--- src/rtl/i2c_target_pkg.sv ---
// Shared types and constants for the I2C target front end.
//   i2c_state_e  : byte-level protocol FSM states
//   i2c_line_t   : conditioned pad line (filtered level + edge strobes)
//   I2C_RW_*     : R/W bit encoding of the address byte
//   UNDERRUN_BYTE: byte sent when the decoder has nothing ready
package i2c_target_pkg;

   localparam int unsigned BYTE_W = 8;
   localparam int unsigned ADDR_W = 7;
   localparam int unsigned BITCNT_W = 3;

   localparam logic I2C_RW_READ  = 1'b1;
   localparam logic I2C_RW_WRITE = 1'b0;

   localparam logic [BYTE_W-1:0] UNDERRUN_BYTE = 8'hFF;

   typedef enum logic [2:0] {
      IDLE,
      ADDR,
      ADDR_ACK,
      WR_BYTE,
      WR_ACK,
      RD_LOAD,
      RD_BYTE,
      RD_ACK
   } i2c_state_e;

   typedef struct packed {
      logic level;
      logic rise;
      logic fall;
   } i2c_line_t;

   // True when the upper seven bits of an address byte select this target.
   function automatic logic addr_match(input logic [BYTE_W-1:0] addr_byte,
                                       input logic [ADDR_W-1:0] own_addr);
      return addr_byte[BYTE_W-1:1] == own_addr;
   endfunction

endpackage

--- src/rtl/i2c_line_filter.sv ---
// Conditions one open-drain I2C pad: 2-FF synchroniser followed by a
// glitch filter that accepts a new level only after FILTER_LEN consecutive
// equal synchronised samples. Total pad-to-level latency is 2+FILTER_LEN
// cycles. Level resets to 1 (idle bus).
//   clk, reset : system clock, synchronous active-high reset
//   pad        : raw pad input
//   line       : filtered level plus 1-cycle rise/fall strobes (aligned
//                with the level change)
// FILTER_LEN must be at least 2.
module i2c_line_filter
   import i2c_target_pkg::*;
#(
   parameter int unsigned FILTER_LEN = 3
) (
   input  logic      clk,
   input  logic      reset,
   input  logic      pad,
   output i2c_line_t line
);

   localparam int unsigned HIST_W = (FILTER_LEN > 1) ? FILTER_LEN - 1 : 1;

   logic [1:0]        sync;
   logic [HIST_W-1:0] hist;
   logic              all_hi;
   logic              all_lo;

   // The newest synchronised sample plus HIST_W older ones form the window.
   always_comb begin
      all_hi = sync[1] & (&hist);
      all_lo = ~sync[1] & ~(|hist);
   end

   always_ff @(posedge clk) begin
      if (reset) begin
         sync       <= '1;
         hist       <= '1;
         line.level <= 1'b1;
         line.rise  <= 1'b0;
         line.fall  <= 1'b0;
      end else begin
         sync    <= {sync[0], pad};
         hist[0] <= sync[1];
         for (int i = 1; i < int'(HIST_W); i++) begin
            hist[i] <= hist[i-1];
         end
         line.rise <= 1'b0;
         line.fall <= 1'b0;
         if (all_hi && !line.level) begin
            line.level <= 1'b1;
            line.rise  <= 1'b1;
         end else if (all_lo && line.level) begin
            line.level <= 1'b0;
            line.fall  <= 1'b1;
         end
      end
   end

endmodule

--- src/rtl/i2c_target_phy.sv ---
// Byte-level I2C target front end for the bootloader command path.
// Receives host writes to I2C_ADDRESS as an rx byte stream with START/STOP
// strobes, and serialises decoder bytes for host reads through a one-byte
// transmit holding register.
//   clk, reset            : 12 MHz system clock, synchronous active-high reset
//   i2c_scl_in/sda_in     : pad inputs
//   i2c_sda_oe/scl_oe     : 1 = pull line low (open drain)
//   rx_data/rx_valid      : received write byte + 1-cycle strobe
//   tx_req                : 1-cycle request for the next read byte
//   tx_data/tx_valid      : read byte from the decoder
//   tx_underrun           : no byte ready when one had to be sent
//   start_det/stop_det    : bus START (incl. repeated) / STOP strobes
//   selected/is_read      : addressed transaction active / its R/W bit
// Build option I2C_CLOCK_STRETCH_EN: hold SCL low while the holding register
// is empty at byte load time instead of sending UNDERRUN_BYTE; otherwise
// i2c_scl_oe stays 0.
module i2c_target_phy
   import i2c_target_pkg::*;
#(
   parameter logic [ADDR_W-1:0] I2C_ADDRESS = 7'h2F,
   parameter int unsigned       FILTER_LEN  = 3
) (
   input  logic              clk,
   input  logic              reset,
   input  logic              i2c_scl_in,
   input  logic              i2c_sda_in,
   output logic              i2c_sda_oe,
   output logic              i2c_scl_oe,
   output logic [BYTE_W-1:0] rx_data,
   output logic              rx_valid,
   output logic              tx_req,
   input  logic [BYTE_W-1:0] tx_data,
   input  logic              tx_valid,
   output logic              tx_underrun,
   output logic              start_det,
   output logic              stop_det,
   output logic              selected,
   output logic              is_read
);

   i2c_line_t scl;
   i2c_line_t sda;

   i2c_state_e state_q, state_d;
   logic [BITCNT_W-1:0] bitcnt_q, bitcnt_d;
   logic [BYTE_W-2:0]   shreg_q, shreg_d;
   logic [BYTE_W-2:0]   txsh_q, txsh_d;
   logic [BYTE_W-1:0]   hold_q, hold_d;
   logic                hold_full_q, hold_full_d;
   logic                mack_q, mack_d;
   logic                sda_oe_q, sda_oe_d;
   logic                scl_oe_q, scl_oe_d;
   logic [BYTE_W-1:0]   rx_data_q, rx_data_d;
   logic                rx_valid_q, rx_valid_d;
   logic                tx_req_q, tx_req_d;
   logic                tx_underrun_q, tx_underrun_d;
   logic                start_det_q, start_det_d;
   logic                stop_det_q, stop_det_d;
   logic                selected_q, selected_d;
   logic                is_read_q, is_read_d;

   logic                start_c;
   logic                stop_c;
   logic                scl_rise_c;
   logic                scl_fall_c;
   logic                load_c;
   logic [BYTE_W-1:0]   shift_in_c;

   i2c_line_filter #(.FILTER_LEN(FILTER_LEN)) u_scl_filter (
      .clk   (clk),
      .reset (reset),
      .pad   (i2c_scl_in),
      .line  (scl)
   );

   i2c_line_filter #(.FILTER_LEN(FILTER_LEN)) u_sda_filter (
      .clk   (clk),
      .reset (reset),
      .pad   (i2c_sda_in),
      .line  (sda)
   );

   // Bus events and SCL edges derived from the filtered lines.
   always_comb begin
      start_c    = sda.fall & scl.level;
      stop_c     = sda.rise & scl.level;
      scl_rise_c = scl.rise;
`ifdef I2C_CLOCK_STRETCH_EN
      // A fall seen while we hold SCL ourselves is not the host's clock.
      scl_fall_c = scl.fall & ~scl_oe_q;
`else
      scl_fall_c = scl.fall;
`endif
      shift_in_c = {shreg_q, sda.level};
   end

   // Next-state and next-output logic; bus events override any byte state.
   always_comb begin
      state_d       = state_q;
      bitcnt_d      = bitcnt_q;
      shreg_d       = shreg_q;
      txsh_d        = txsh_q;
      mack_d        = mack_q;
      sda_oe_d      = sda_oe_q;
      scl_oe_d      = 1'b0;
      rx_data_d     = rx_data_q;
      rx_valid_d    = 1'b0;
      tx_req_d      = 1'b0;
      tx_underrun_d = 1'b0;
      start_det_d   = 1'b0;
      stop_det_d    = 1'b0;
      selected_d    = selected_q;
      is_read_d     = is_read_q;
      load_c        = 1'b0;

      if (start_c) begin
         start_det_d = 1'b1;
         state_d     = ADDR;
         bitcnt_d    = '0;
         sda_oe_d    = 1'b0;
         selected_d  = 1'b0;
         mack_d      = 1'b0;
      end else if (stop_c) begin
         stop_det_d = 1'b1;
         state_d    = IDLE;
         sda_oe_d   = 1'b0;
         selected_d = 1'b0;
         mack_d     = 1'b0;
      end else begin
         case (state_q)
            IDLE: begin
            end

            ADDR: begin
               if (scl_rise_c) begin
                  shreg_d  = shift_in_c[BYTE_W-2:0];
                  bitcnt_d = bitcnt_q + BITCNT_W'(1);
                  if (bitcnt_q == BITCNT_W'(7)) begin
                     if (addr_match(shift_in_c, I2C_ADDRESS)) begin
                        is_read_d = shift_in_c[0];
                        state_d   = ADDR_ACK;
                     end else begin
                        state_d = IDLE;
                     end
                  end
               end
            end

            // First fall drives ACK, second fall releases it.
            ADDR_ACK: begin
               if (scl_fall_c) begin
                  if (!sda_oe_q) begin
                     sda_oe_d = 1'b1;
                     tx_req_d = (is_read_q == I2C_RW_READ);
                  end else begin
                     sda_oe_d   = 1'b0;
                     selected_d = 1'b1;
                     bitcnt_d   = '0;
                     state_d    = (is_read_q == I2C_RW_READ) ? RD_LOAD : WR_BYTE;
                  end
               end
            end

            WR_BYTE: begin
               if (scl_rise_c) begin
                  shreg_d  = shift_in_c[BYTE_W-2:0];
                  bitcnt_d = bitcnt_q + BITCNT_W'(1);
                  if (bitcnt_q == BITCNT_W'(7)) begin
                     rx_data_d  = shift_in_c;
                     rx_valid_d = 1'b1;
                     state_d    = WR_ACK;
                  end
               end
            end

            WR_ACK: begin
               if (scl_fall_c) begin
                  if (!sda_oe_q) begin
                     sda_oe_d = 1'b1;
                  end else begin
                     sda_oe_d = 1'b0;
                     bitcnt_d = '0;
                     state_d  = WR_BYTE;
                  end
               end
            end

            RD_LOAD: begin
               if (hold_full_q) begin
                  load_c   = 1'b1;
                  txsh_d   = hold_q[BYTE_W-2:0];
                  sda_oe_d = ~hold_q[BYTE_W-1];
                  bitcnt_d = '0;
                  state_d  = RD_BYTE;
               end else begin
`ifdef I2C_CLOCK_STRETCH_EN
                  scl_oe_d = 1'b1;
`else
                  txsh_d        = UNDERRUN_BYTE[BYTE_W-2:0];
                  sda_oe_d      = ~UNDERRUN_BYTE[BYTE_W-1];
                  tx_underrun_d = 1'b1;
                  bitcnt_d      = '0;
                  state_d       = RD_BYTE;
`endif
               end
            end

            // Bit 7 is already on the line; each fall presents the next bit.
            RD_BYTE: begin
               if (scl_fall_c) begin
                  if (bitcnt_q == BITCNT_W'(7)) begin
                     sda_oe_d = 1'b0;
                     mack_d   = 1'b0;
                     state_d  = RD_ACK;
                  end else begin
                     sda_oe_d = ~txsh_q[BYTE_W-2];
                     txsh_d   = {txsh_q[BYTE_W-3:0], 1'b0};
                     bitcnt_d = bitcnt_q + BITCNT_W'(1);
                  end
               end
            end

            RD_ACK: begin
               if (scl_rise_c) begin
                  if (!sda.level) begin
                     mack_d   = 1'b1;
                     tx_req_d = 1'b1;
                  end else begin
                     state_d = IDLE;
                  end
               end else if (scl_fall_c && mack_q) begin
                  mack_d  = 1'b0;
                  state_d = RD_LOAD;
               end
            end

            default: state_d = IDLE;
         endcase
      end
   end

   // Transmit holding register: a byte offered on the load cycle is kept for
   // the next load; START/STOP discard any pending byte.
   always_comb begin
      hold_d      = hold_q;
      hold_full_d = hold_full_q;
      if (load_c) begin
         hold_full_d = 1'b0;
      end
      if (tx_valid && !hold_full_d) begin
         hold_d      = tx_data;
         hold_full_d = 1'b1;
      end
      if (start_c || stop_c) begin
         hold_full_d = 1'b0;
      end
   end

   always_ff @(posedge clk) begin
      if (reset) begin
         state_q       <= IDLE;
         bitcnt_q      <= '0;
         shreg_q       <= '0;
         txsh_q        <= '0;
         hold_q        <= '0;
         hold_full_q   <= 1'b0;
         mack_q        <= 1'b0;
         sda_oe_q      <= 1'b0;
         scl_oe_q      <= 1'b0;
         rx_data_q     <= '0;
         rx_valid_q    <= 1'b0;
         tx_req_q      <= 1'b0;
         tx_underrun_q <= 1'b0;
         start_det_q   <= 1'b0;
         stop_det_q    <= 1'b0;
         selected_q    <= 1'b0;
         is_read_q     <= I2C_RW_WRITE;
      end else begin
         state_q       <= state_d;
         bitcnt_q      <= bitcnt_d;
         shreg_q       <= shreg_d;
         txsh_q        <= txsh_d;
         hold_q        <= hold_d;
         hold_full_q   <= hold_full_d;
         mack_q        <= mack_d;
         sda_oe_q      <= sda_oe_d;
         scl_oe_q      <= scl_oe_d;
         rx_data_q     <= rx_data_d;
         rx_valid_q    <= rx_valid_d;
         tx_req_q      <= tx_req_d;
         tx_underrun_q <= tx_underrun_d;
         start_det_q   <= start_det_d;
         stop_det_q    <= stop_det_d;
         selected_q    <= selected_d;
         is_read_q     <= is_read_d;
      end
   end

   assign i2c_sda_oe  = sda_oe_q;
   assign i2c_scl_oe  = scl_oe_q;
   assign rx_data     = rx_data_q;
   assign rx_valid    = rx_valid_q;
   assign tx_req      = tx_req_q;
   assign tx_underrun = tx_underrun_q;
   assign start_det   = start_det_q;
   assign stop_det    = stop_det_q;
   assign selected    = selected_q;
   assign is_read     = is_read_q;

endmodule

--- config.mk ---
export PLATFORM = sky130hd
export DESIGN_NAME = i2c_target_phy
export DESIGN_NICKNAME = d
export VERILOG_FILES = /design/src/rtl/i2c_target_pkg.sv /design/src/rtl/i2c_line_filter.sv /design/src/rtl/i2c_target_phy.sv
export SDC_FILE = /design/constraint.sdc
export NUM_CORES = 1
export LEC_CHECK = 0
export ABC_AREA = 0
export CAP_MARGIN = 10
export CORE_ASPECT_RATIO = 1.4
export CORE_UTILIZATION = 35
export CTS_BUF_LIST = sky130_fd_sc_hd__clkbuf_4
export CTS_CLUSTER_SIZE = 40
export DETAILED_ROUTE_END_ITERATION = 6
export PLACE_DENSITY_LB_ADDON = 0.15
export SLEW_MARGIN = 15
export SYNTH_ARGS = -nofsm -noshare
export SYNTH_HDL_FRONTEND = slang
export SYNTH_HIERARCHICAL = 1
export SYNTH_SLANG_ARGS = --single-unit
--- constraint.sdc ---
create_clock -name clk -period 2.2 [get_ports clk]
set_clock_uncertainty 0.05 [all_clocks]
set_input_delay 0.44 -clock clk [delete_from_list [all_inputs] [get_ports clk]]
set_output_delay 0.44 -clock clk [all_outputs]
set_load 0.01 [all_outputs]
* After elaboration in Yosys (flattened, before gate mapping)
Cells that the tools add are included.
** Operators by class
- Add/subtract/negate cells :: 1
- Equal/unequal tests :: 38
- Muxes and demuxes :: 59
- Bitwise gates (word level) :: 17
- Reduce and logical (&&, ||, !) cells :: 39
** Operators by type and width (number)
- 3-bit two-way mux :: 19
- 1-bit two-way mux :: 30
- 13-bit AND reduction :: 2
- 7-bit two-way mux :: 3
- 3-bit case mux with 7 select lines :: 1
- 4-bit by 3-bit inequality test with 1-bit output, second input constant :: 5
- 4-bit inequality test, second input constant :: 5
- 2-bit by 1-bit inequality test with 1-bit output, second input constant :: 8
- 2-bit OR reduction :: 8
- 3-bit equality test, second input constant :: 5
- 5-bit AND reduction :: 3
- 7-bit case mux with 2 select lines :: 1
- 2-bit inequality test, second input constant :: 6
- 3-bit case mux with 4 select lines :: 1
- 1-bit inverter :: 11
- 5-bit by 4-bit inequality test with 1-bit output, second input constant :: 2
- 9-bit nonzero test :: 1
- 7-bit by 6-bit equality test with 1-bit output, second input constant :: 1
- 7-bit AND reduction :: 1
- 7-bit nonzero test :: 1
- 1-bit AND :: 6
- 3-bit by 2-bit equality test with 1-bit output, second input constant :: 2
- 1-bit logical AND :: 6
- 3-bit by 2-bit inequality test with 1-bit output, second input constant :: 2
- other kinds (18) :: 24
** Storage, ports and cells
- Bits in registers :: 60
- Bits of input ports :: 13
- Logic and storage cells :: 181

* Logic depth before layout (Yosys ltp)
- Word-level depth :: 8
- Depth in mapped cells :: 8
- Gate-level depth less buffers :: 7

* By module
Netlist, hierarchy kept.
** Modules (own cells, without submodules)
- i2c_target_phy :: times used 1, cells each 258, area an instance 2267.2 um^2, seq. area each 920.9 um^2
- i2c_line_filter :: times used 2, cells each 18, area an instance 224.0 um^2, seq. area each 140.1 um^2

* Worst setup path after synthesis
No wires, ideal clock.
- Kind :: register to register
- Start point :: register bitcnt_q[0]
- End point :: register state_q[0]
- Setup time :: 0.077 ns
- Arrival time :: 1.700 ns
- Required time :: 2.073 ns
- Slack :: 0.373 ns
- Stages on the path, launching flop included :: 8
- Buffers on the path :: 0
- Clock period less this slack :: 1.827 ns
- Path through :: dfxtp_1 > ha_1 > ha_1 > and4b_1 > a31oi_1 > nor2b_1 > or4_1 > a41oi_2
** On the way
- Word-level cells in the longest chain between the ends :: 3
** Ends and longest elaborated chain
- start: declaration :: line i2c_target_phy.sv:45 : logic [BITCNT_W-1:0] bitcnt_q, bitcnt_d;
- start signal: assignment :: line i2c_target_phy.sv:280 : bitcnt_q <= bitcnt_d;
- 3-bit equality test (*) :: line i2c_target_phy.sv:138, i2c_target_phy.sv:168, i2c_target_phy.sv:211
- 4-bit inequality test (no line)
- 13-bit AND reduction (no line) (*)
- end signal: assignment :: line i2c_target_phy.sv:279 : state_q <= state_d;
- end: declaration :: line i2c_target_phy.sv:44 : i2c_state_e state_q, state_d;
Every way passes the cells marked *; elsewhere a longest branch is shown, timed or not.
A chain may end at the register's enable or synchronous reset.

* Final worst setup path
Same ends and word-level chain as after synthesis.

==> flow_metrics.env <==
export IMPL_status="finished clean"
export IMPL_synth_top_area_cell="dfxtp_1"
export IMPL_hold_depth=1
export IMPL_maxSlewViolCount=0
export IMPL_ant_nets=0
export IMPL_synthTopCellsByCount="dfxtp_1 (60), nor2_1 (50), mux2i_1 (30)"
export IMPL_vias=2203
export IMPL_synth_warning_count=6
export IMPL_crit_type="reg2reg"
export IMPL_synth_seq_area_share_pct=44.2
export IMPL_rr_startpoint="bitcnt_q[0]$_SDFFE_PP0P_"
export IMPL_fmax_mhz=486
export IMPL_syn_inst=294
export IMPL_grt_max_degree=51
export IMPL_worst_r2r_path_depth=7
export IMPL_relSlewSlack_pct=60.3
export IMPL_grt_pass1_vias=2153
export IMPL_vias_per_cell=5.11
export IMPL_synth_area_leaders="dfxtp_1 (44%), mux2i_1 (11%), nor2_1 (6.9%), a21oi_1 (2.9%), nand2_1 (2.8%)"
export IMPL_area_delta_synth_final_pct=18.8
export IMPL_power_frac_comb_pct=4.0
export IMPL_cts_buffers=9
export IMPL_die_h_um=106
export IMPL_ys_types=54
export IMPL_hold_viol_final=0
export IMPL_cts_tree="yes"
export IMPL_cpMaxStageDelayCell="or4_1"
export IMPL_synthFlopType="dfxtp_1"
export IMPL_ctsResizeCount=0
export IMPL_io_pins=30
export IMPL_synth_avg_cell_area_um2=9.24
export IMPL_finalInstanceArea_um2=3220
export IMPL_grt_antenna_before_repair=0
export IMPL_drtIter0Drc=74
export IMPL_start_util_pct=36.4
export IMPL_placed_cells=415
export IMPL_port_buffers=28
export IMPL_yosysMostFrequentCell="dfxtp_1"
export IMPL_hpwl_um=3930
export IMPL_yosysTopAreaCellShare_pct=44.2
export IMPL_power_frac_seq_pct=54.6
export IMPL_final_instance_count_excl_fill=431
export IMPL_clkPwrFrac_pct=41.4
export IMPL_worst_hold_path_type="reg2reg"
export IMPL_num_antenna_cells=0
export IMPL_post_drt_wl_per_cell_um=13.2
export IMPL_crit_path_end_kind="flip-flop"
export IMPL_timing_rr_end="state_q[0]$_SDFFE_PP0P_"
export IMPL_track_usage_pct=15.3
export IMPL_worstSkewPairLatency_ps=390
export IMPL_cts_root_buffer="clkbuf_4"
export IMPL_cts_setup_buffers=0
export IMPL_grt_pass1_wl_um=9900
export IMPL_cts_sinks=60
export IMPL_synthArstFlopShare_pct=0
export IMPL_whs_ps=362
export IMPL_drive_gt1_share_pct=11.4
export IMPL_worst_pin_slew_ps=595
export IMPL_hold_path_end="u_sda_filter/sync[1]$_SDFF_PP1_"
export IMPL_gr_total_overflow=0
export IMPL_die_area_um2=8120
export IMPL_core_um2=7450
export IMPL_wirelength_um=5700
export IMPL_max_stage_delay_ps=490
export IMPL_die_w_um=76.4
export IMPL_swShare_pct=22.0
export IMPL_setup_violations=0
export IMPL_maxCapViolations=0
export IMPL_worstPathRequired_ps=2470
export IMPL_utilization_pct=43.3
export IMPL_routabilityCongestion=0.828
export IMPL_syn_area_um2=2720
export IMPL_hold_buffers=0
export IMPL_critPathMaxFanout=7
export IMPL_drc=0
export IMPL_firstDrtPassIters=6
export IMPL_layout_nets=344
export IMPL_syn_num_nets=309
export IMPL_finalSetupTns_ps=0
export IMPL_rsz0062_at_grt="no"
export IMPL_cts_max_level=3
export IMPL_critPathArrivalTime_ps=2330
export IMPL_ir_worst_vdd_v=0.000383
export IMPL_clk_pin_slew_ps=100
export IMPL_power_density_nw_per_um2=632
export IMPL_period_share_pct=93.5
export IMPL_crit_path_cell_trace="ha_1 > ha_1 > and4b_1 > a31oi_1 > nor2b_1 > or4_1 > a41oi_2"
export IMPL_switching_power_uw=448
export IMPL_ys_ff_latch=60
export IMPL_p_int_uw=1590
export IMPL_p_leak_uw=0.00128
export IMPL_place_area_um2=3080
export IMPL_clk_path_buf_depth=2
export IMPL_rrSetupSlack_ps=140
export IMPL_synth_edf_count=0
export IMPL_hold_start="u_sda_filter/sync[0]$_SDFF_PP1_"
export IMPL_critPathMostFrequentCell="ha_1"
export IMPL_layout_min_cycle_time_ps=2060
export IMPL_cp_start_kind="flip-flop"
export IMPL_rows=37
[cell families (layout without fill, tap and decap cells)]
group                      Yosys count  count (layout)  synth area share (%)
muxes                               30              30                  11.1
DFF                                 60              60                  44.2
and+or+nand+nor                    113             113                  21.8
AOI/OAI and AO/OA                   59              59                  14.8
adders and majority gates            2               2                 0.922
buffers and inverters               29              69                  7.05
other                                1               1                 0.138
[layout by cell type (no fill, tap or decap), types with 9 or more instances in the layout]
master            n
nor2_1           50
a21oi_1          16
o21ai_0          14
clkbuf_4          9
dfxtp_1          60
clkdlybuf4s50_1  27
buf_4            12
mux2i_1          30
nand2_1          20
inv_1            11
[final cells by class]
cell class,count,area (um2)
Clock buffer,9,67.6
Clock inverter,7,81.3
Fill cell,777,4230
Inverter,12,45.0
Multi-Input combinational cell,205,1320
Sequential cell,60,1200
Tap cell,97,121
Timing Repair Buffer,41,385
[worst max-delay path by stage]
stage / startpoint / to / cells after the start
2_1_floorplan: bitcnt_q[0]$_SDFFE_PP0P_ / state_q[0]$_SDFFE_PP0P_ / 7
3_5_place_dp: bitcnt_q[0]$_SDFFE_PP0P_ / state_q[0]$_SDFFE_PP0P_ / 7
5_1_grt: bitcnt_q[0]$_SDFFE_PP0P_ / state_q[0]$_SDFFE_PP0P_ / 7
3_3_place_gp: bitcnt_q[0]$_SDFFE_PP0P_ / state_q[0]$_SDFFE_PP0P_ / 7
4_1_cts: i2c_sda_oe$_SDFFE_PP0P_ / i2c_sda_oe / 1
6_report: bitcnt_q[0]$_SDFFE_PP0P_ / state_q[0]$_SDFFE_PP0P_ / 7
[routing by layer]
metal	track usage [%]	vias up	wire length [um]
met5	0	-	0
met4	8.65	0	172
met3	4.03	18	221
met2	25.2	56	2670
met1	17.9	1030	2640
li1	-	1099	-
[registers in the layout, indices dropped and copies added, names as in the netlist, 2 cells and up]
register,flops
u_scl_filter/line,3
shreg_q,7
bitcnt_q,3
u_sda_filter/sync,2
u_scl_filter/hist,2
hold_q,8
u_scl_filter/sync,2
txsh_q,7
u_sda_filter/line,3
rx_data,8
u_sda_filter/hist,2
state_q,3
[metrics by stage]
step / power [uW] / worst slack (ps)
3_5_place_dp: 1220 / 182
6_report: 2040 / 144
3_3_place_gp: 1220 / 213
5_1_grt: 2130 / 56.9
2_1_floorplan: 1180 / 373
4_1_cts: 2080 / 151
[power by group through the flow]
stage | combinational (uW) | clock (uW) | sequential (uW)
3_3_place_gp | 82.3 | 0 | 1140
3_5_place_dp | 83.6 | 0 | 1140
5_1_grt | 91.5 | 922 | 1110
2_1_floorplan | 50.7 | 0 | 1130
4_1_cts | 83.7 | 883 | 1110
6_report | 81.7 | 844 | 1110
[worst max-delay path: cells and delay by family, from the launching register on]
| kind | cells | cell delay [ps] |
|---|---|---|
| simple gates | 3 | 900 |
| compound gates | 2 | 240 |
| flops | 1 | 350 |
| fa+ha+maj | 2 | 460 |
(Power assumes the default switching activity.)
==> RTL edit 1, RTL diff (config.mk and constraints unchanged) <==
Take the reset off `hold_q` and load it in a clocked block of its own.
--- a/src/rtl/i2c_target_phy.sv
+++ b/src/rtl/i2c_target_phy.sv
@@ -262,7 +262,6 @@
          bitcnt_q      <= '0;
          shreg_q       <= '0;
          txsh_q        <= '0;
-         hold_q        <= '0;
          hold_full_q   <= 1'b0;
          mack_q        <= 1'b0;
          sda_oe_q      <= 1'b0;
@@ -280,7 +279,6 @@
          bitcnt_q      <= bitcnt_d;
          shreg_q       <= shreg_d;
          txsh_q        <= txsh_d;
-         hold_q        <= hold_d;
          hold_full_q   <= hold_full_d;
          mack_q        <= mack_d;
          sda_oe_q      <= sda_oe_d;
@@ -296,6 +294,10 @@
       end
    end
 
+   always_ff @(posedge clk) begin
+      hold_q <= hold_d;
+   end
+
    assign i2c_sda_oe  = sda_oe_q;
    assign i2c_scl_oe  = scl_oe_q;
    assign rx_data     = rx_data_q;
Formal check against the unedited RTL: same outputs for any inputs over 10 cycles, from zero or initial values and one cycle with reset high; that may be too few to reach the edited logic, so the function may still have changed.
==> RTL edit 1 against the unedited design <==
  * Register-to-register slack gained 0.16 ns
  * Count of clock-buffer cells in the layout grew 1
  * Sequential power grew 4%
  * Total power shrank 4.1%
  * Sequential cell count is the same
  * Final area shrank 4.7%
  * Wire length shrank 13%
  * Core utilization grew 0.75 points
  * Setup slack gained 0.11 ns
  * Non-clock buffer count is the same
  * Area after synthesis shrank 6.8%
  * Critical endpoint is now i2c_sda_oe
  * Largest cell class is now sequential cells
==> RTL edit 1: results (changes against the unedited design) <==
status=finished clean; Net count, final=313 (-9.0%); vias in the first global route=1,816 (-16%); DR iter-0 viols=140 (+89%); dpl cells=382 (-8.0%); Leak Pwr=1.16 nW (-9.3%); Slew HR=0.642 (+0.0393); CP Launch Point=i2c_sda_oe; cell family with most CP delay=buffers and inverters; via count=1,985 (-9.9%); Post-Synthesis Cells=261 (-11%); crit path DAT=1.45 ns (-0.88 ns); sequential fraction of the synthesis area=0.506 (+0.0640); DR pass1 iterations=4 (-2); Post-synth top cells=dfxtp_1 (52), nor2_1 (45), a21oi_1 (18), mux2i_1 (17), nand2_1 (17); Yosys cell types=50 (-7.4%); crit path to=i2c_sda_oe; CP peak stage delay=0.59 ns (+0.10 ns); Post-Syn Nets=276 (-11%); Clk. pwr=0.718 mW (-15%); routability cong.=0.835 (+0.81%); M1 wire length=2.28 mm (-14%); first-pass GRT wire length=8.52 mm (-14%); FF-to-FF path depth=8 (+1); met2 WL post-DR=2.38 mm (-11%); worst vdd ir=0.256 mV (-33%); HPWL after DPL=3.38 mm (-14%); top post-synthesis cells by area=dfxtp_1 (41%), edfxtp_1 (9.5%), mux2i_1 (6.7%)
RTL edit 1: final cells by class:
class                           count  area share
Sequential cell                    60       0.417
Multi-Input combinational cell    176       0.366
Timing Repair Buffer               41       0.127
Tap cell                           95      0.0387
Clock buffer                       10      0.0244
Clock inverter                      5      0.0147
Inverter                           10      0.0122
RTL edit 1: metrics by stage:
stage	utilization	setup WS, ns	cell area (um2)	total power, mW
6_report	0.440	0.255	3070	1.95
5_1_grt	0.440	0.165	3070	2.05
4_1_cts	0.440	0.218	3070	1.99
3_5_place_dp	0.423	0.341	2950	1.26
3_3_place_gp	0.423	0.364	2950	1.26
2_1_floorplan	-	0.263	2530	1.22
RTL edit 1: how the worst min path moves through the flow:
stage	startpoint	endpoint	depth (start not counted)
2_1_floorplan	u_scl_filter/sync[0]	u_scl_filter/sync[1]	1
3_3_place_gp	u_scl_filter/sync[0]	u_scl_filter/sync[1]	1
3_5_place_dp	u_scl_filter/sync[0]	u_scl_filter/sync[1]	1
4_1_cts	u_scl_filter/sync[0]	u_scl_filter/sync[1]	1
5_1_grt	u_sda_filter/sync[0]	u_sda_filter/sync[1]	1
6_report	u_scl_filter/sync[0]	u_scl_filter/sync[1]	1
RTL edit 1: cells by family after synthesis:
group                      Yosys count  synth area share
AOI/OAI and AO/OA                   52             0.144
xor gates and xnor gates             1           0.00346
adders and majority gates            3            0.0143
buffers and inverters               25            0.0490
DFF                                 60             0.506
muxes                               17            0.0673
other                                1           0.00148
and+or+nand+nor                    102             0.214
RTL edit 1: per-layer routing:
| metal | vias to the layer above | track usage |
|---|---|---|
| met5 | - | 0 |
| met4 | 0 | 0.0843 |
| met3 | 19 | 0.0499 |
| met2 | 49 | 0.238 |
| met1 | 924 | 0.183 |
| li1 | 993 | - |
==> RTL edit 2, RTL diff (same settings) <==
Without the edit above. `FILTER_LEN` is set to 3 in 2 places; all go to 5.
--- a/src/rtl/i2c_line_filter.sv
+++ b/src/rtl/i2c_line_filter.sv
@@ -10,7 +10,7 @@
 module i2c_line_filter
    import i2c_target_pkg::*;
 #(
-   parameter int unsigned FILTER_LEN = 3
+   parameter int unsigned FILTER_LEN = 5
 ) (
    input  logic      clk,
    input  logic      reset,
--- a/src/rtl/i2c_target_phy.sv
+++ b/src/rtl/i2c_target_phy.sv
@@ -18,7 +18,7 @@
    import i2c_target_pkg::*;
 #(
    parameter logic [ADDR_W-1:0] I2C_ADDRESS = 7'h2F,
-   parameter int unsigned       FILTER_LEN  = 3
+   parameter int unsigned       FILTER_LEN  = 5
 ) (
    input  logic              clk,
    input  logic              reset,
Function: changed (Yosys sat finds a counterexample within 10 cycles, from zero or initial values and one cycle with reset high).
==> RTL edit 2 against the unedited design <==
  * Sequential share of layout area increased by 1.4 points
  * Wire length is 0.40% higher
  * Via count did not move
  * Count of clock-buffer cells in the layout increased by 3
  * Worst hold slack worse by 0.027 ns
  * Global-route usage increased by 0.15 points
  * Area after synthesis rose by 3.9%
  * Highest routed layer unchanged
  * Setup slack gained 0.034 ns
  * Sequential cell count rose by 4
  * Sequential power rose by 6%
  * Final area grew 2.8%
  * Total power is 5.9% higher
  * Critical path type unchanged
  * Combinational power down 6.0%
  * Clock power rose by 6.3%
==> RTL edit 2: results (changes against the unedited design) <==
status=finished clean; Post-Syn Nets=319 (+3.2%); Ant. Diodes=0 (unchanged); DR pass1 iterations=4 (-2); cell family with most CP delay=simple AND/OR/NAND/NOR gates; dpl cells=426 (+2.7%); Int Power=1.71 mW (+7.4%); setup bufs post-CTS=0 (unchanged); Synth Area in Compound Gates=0.140 (-0.00817); HPWL after DPL=4.00 mm (+1.8%); Clk. pwr=0.897 mW (+6.3%); Combinational Power=0.0768 mW (-6.0%); layout cells sized above 1=0.111 (-0.00266); Root Driver=clkbuf_4; largest net degree at the start of global routing=55 (+7.8%); first-pass GRT wire length=10.1 mm (+1.7%); Leak Pwr=1.29 nW (+0.69%); sequential fraction of the synthesis area=0.454 (+0.0119); top post-synthesis cells by area=dfxtp_1 (45%), mux2i_1 (11%), nor2_1 (6.4%); cts repair resizes=0 (unchanged); crit path DAT=2.30 ns (-0.03 ns); routability cong.=0.808 (-2.4%); clk buf depth=2 (unchanged); count of warnings emitted by yosys=6 (unchanged); final non-filler cell total=442 (+2.6%); GRT Util Overall=0.155 (+0.00146); multiplexer share of the synthesized area=0.106 (-0.00412); Yosys cell types=53 (-1.9%); Net count, final=352 (+2.3%); DR vias/cell=4.98 (-2.5%); CTS H-tree depth=3 (unchanged); adder-cell share of the synthesized area=0.00887 (-0.000343); drt wl/cell=12.9 um (-2.1%); Post-synth top cells=dfxtp_1 (64), nor2_1 (48), mux2i_1 (30), nand2_1 (20), a21oi_1 (16); DR iter-0 viols=132 (+78%); antenna-violating nets left=0 (unchanged); Post-Synthesis Cells=304 (+3.4%); PD cells=651 mW/mm2 (+3.0%); Slew HR=0.645 (+0.0418); placed cell areas=0.00316 mm2 (+2.6%); initial antenna violation count=0 (unchanged); # port buffers=28 (unchanged); Hold Path Class=in -> reg; Post-Synth XOR/XNOR Area=0 (unchanged); worst vdd ir=0.493 mV (+29%); worst skew pair latency=approximately 0.4 ns
-- RTL edit 2: changes by cell type in the layout (fill, tap and decap cells not counted), sizes merged, moves of 3 or more --
cell / change
clkbuf: +3
dfxtp: +4
or2: +4
clkinv: -3
nor4b: -4
nor3b: +4
-- RTL edit 2: metrics by stage --
| stage | setup slack, ns | hold WS [ns] |
|---|---|---|
| global placement | 0.258 | 0.335 |
| finish | 0.178 | 0.334 |
| floorplan | 0.373 | 0.333 |
| detailed placement | 0.201 | 0.343 |
| global route | 0.0261 | 0.339 |
| CTS | 0.154 | 0.298 |
-- RTL edit 2: layer usage --
metal | global-route usage | vias up | part of all wire
met2 | 0.248 | 37 | 0.49
met1 | 0.182 | 1037 | 0.45
met4 | 0.0903 | 0 | 0.023
met3 | 0.0464 | 9 | 0.038
met5 | 0 | - | 0
li1 | - | 1120 | -
-- RTL edit 2: worst paths after layout --
path	start	end	slack, ns	cells past startpoint
min	reset	bitcnt_q[1]	0.33	4
max	bitcnt_q[0]	state_q[0]	0.18	7
min reg2reg	u_sda_filter/sync[0]	u_sda_filter/sync[1]	0.36	1
max reg2reg	bitcnt_q[0]	state_q[0]	0.18	7
-- RTL edit 2: logic make-up (layout without fill, tap and decap cells) --
logic type / Yosys count / count (layout)
flops: 64 / 64
compound gates: 57 / 57
other cells: 1 / 1
simple gates: 121 / 121
mux: 30 / 30
buf+inv: 29 / 67
fa+ha+maj: 2 / 2
-- RTL edit 2: layout make-up --
class | count | area, um2
clock buffers | 12 | 90.1
clock inverters | 4 | 68.8
fillers | 827 | 4480
inverters | 12 | 45.0
multi-input cells | 211 | 1350
flip-flops and latches | 64 | 1280
well taps | 100 | 125
repair buffers | 39 | 358
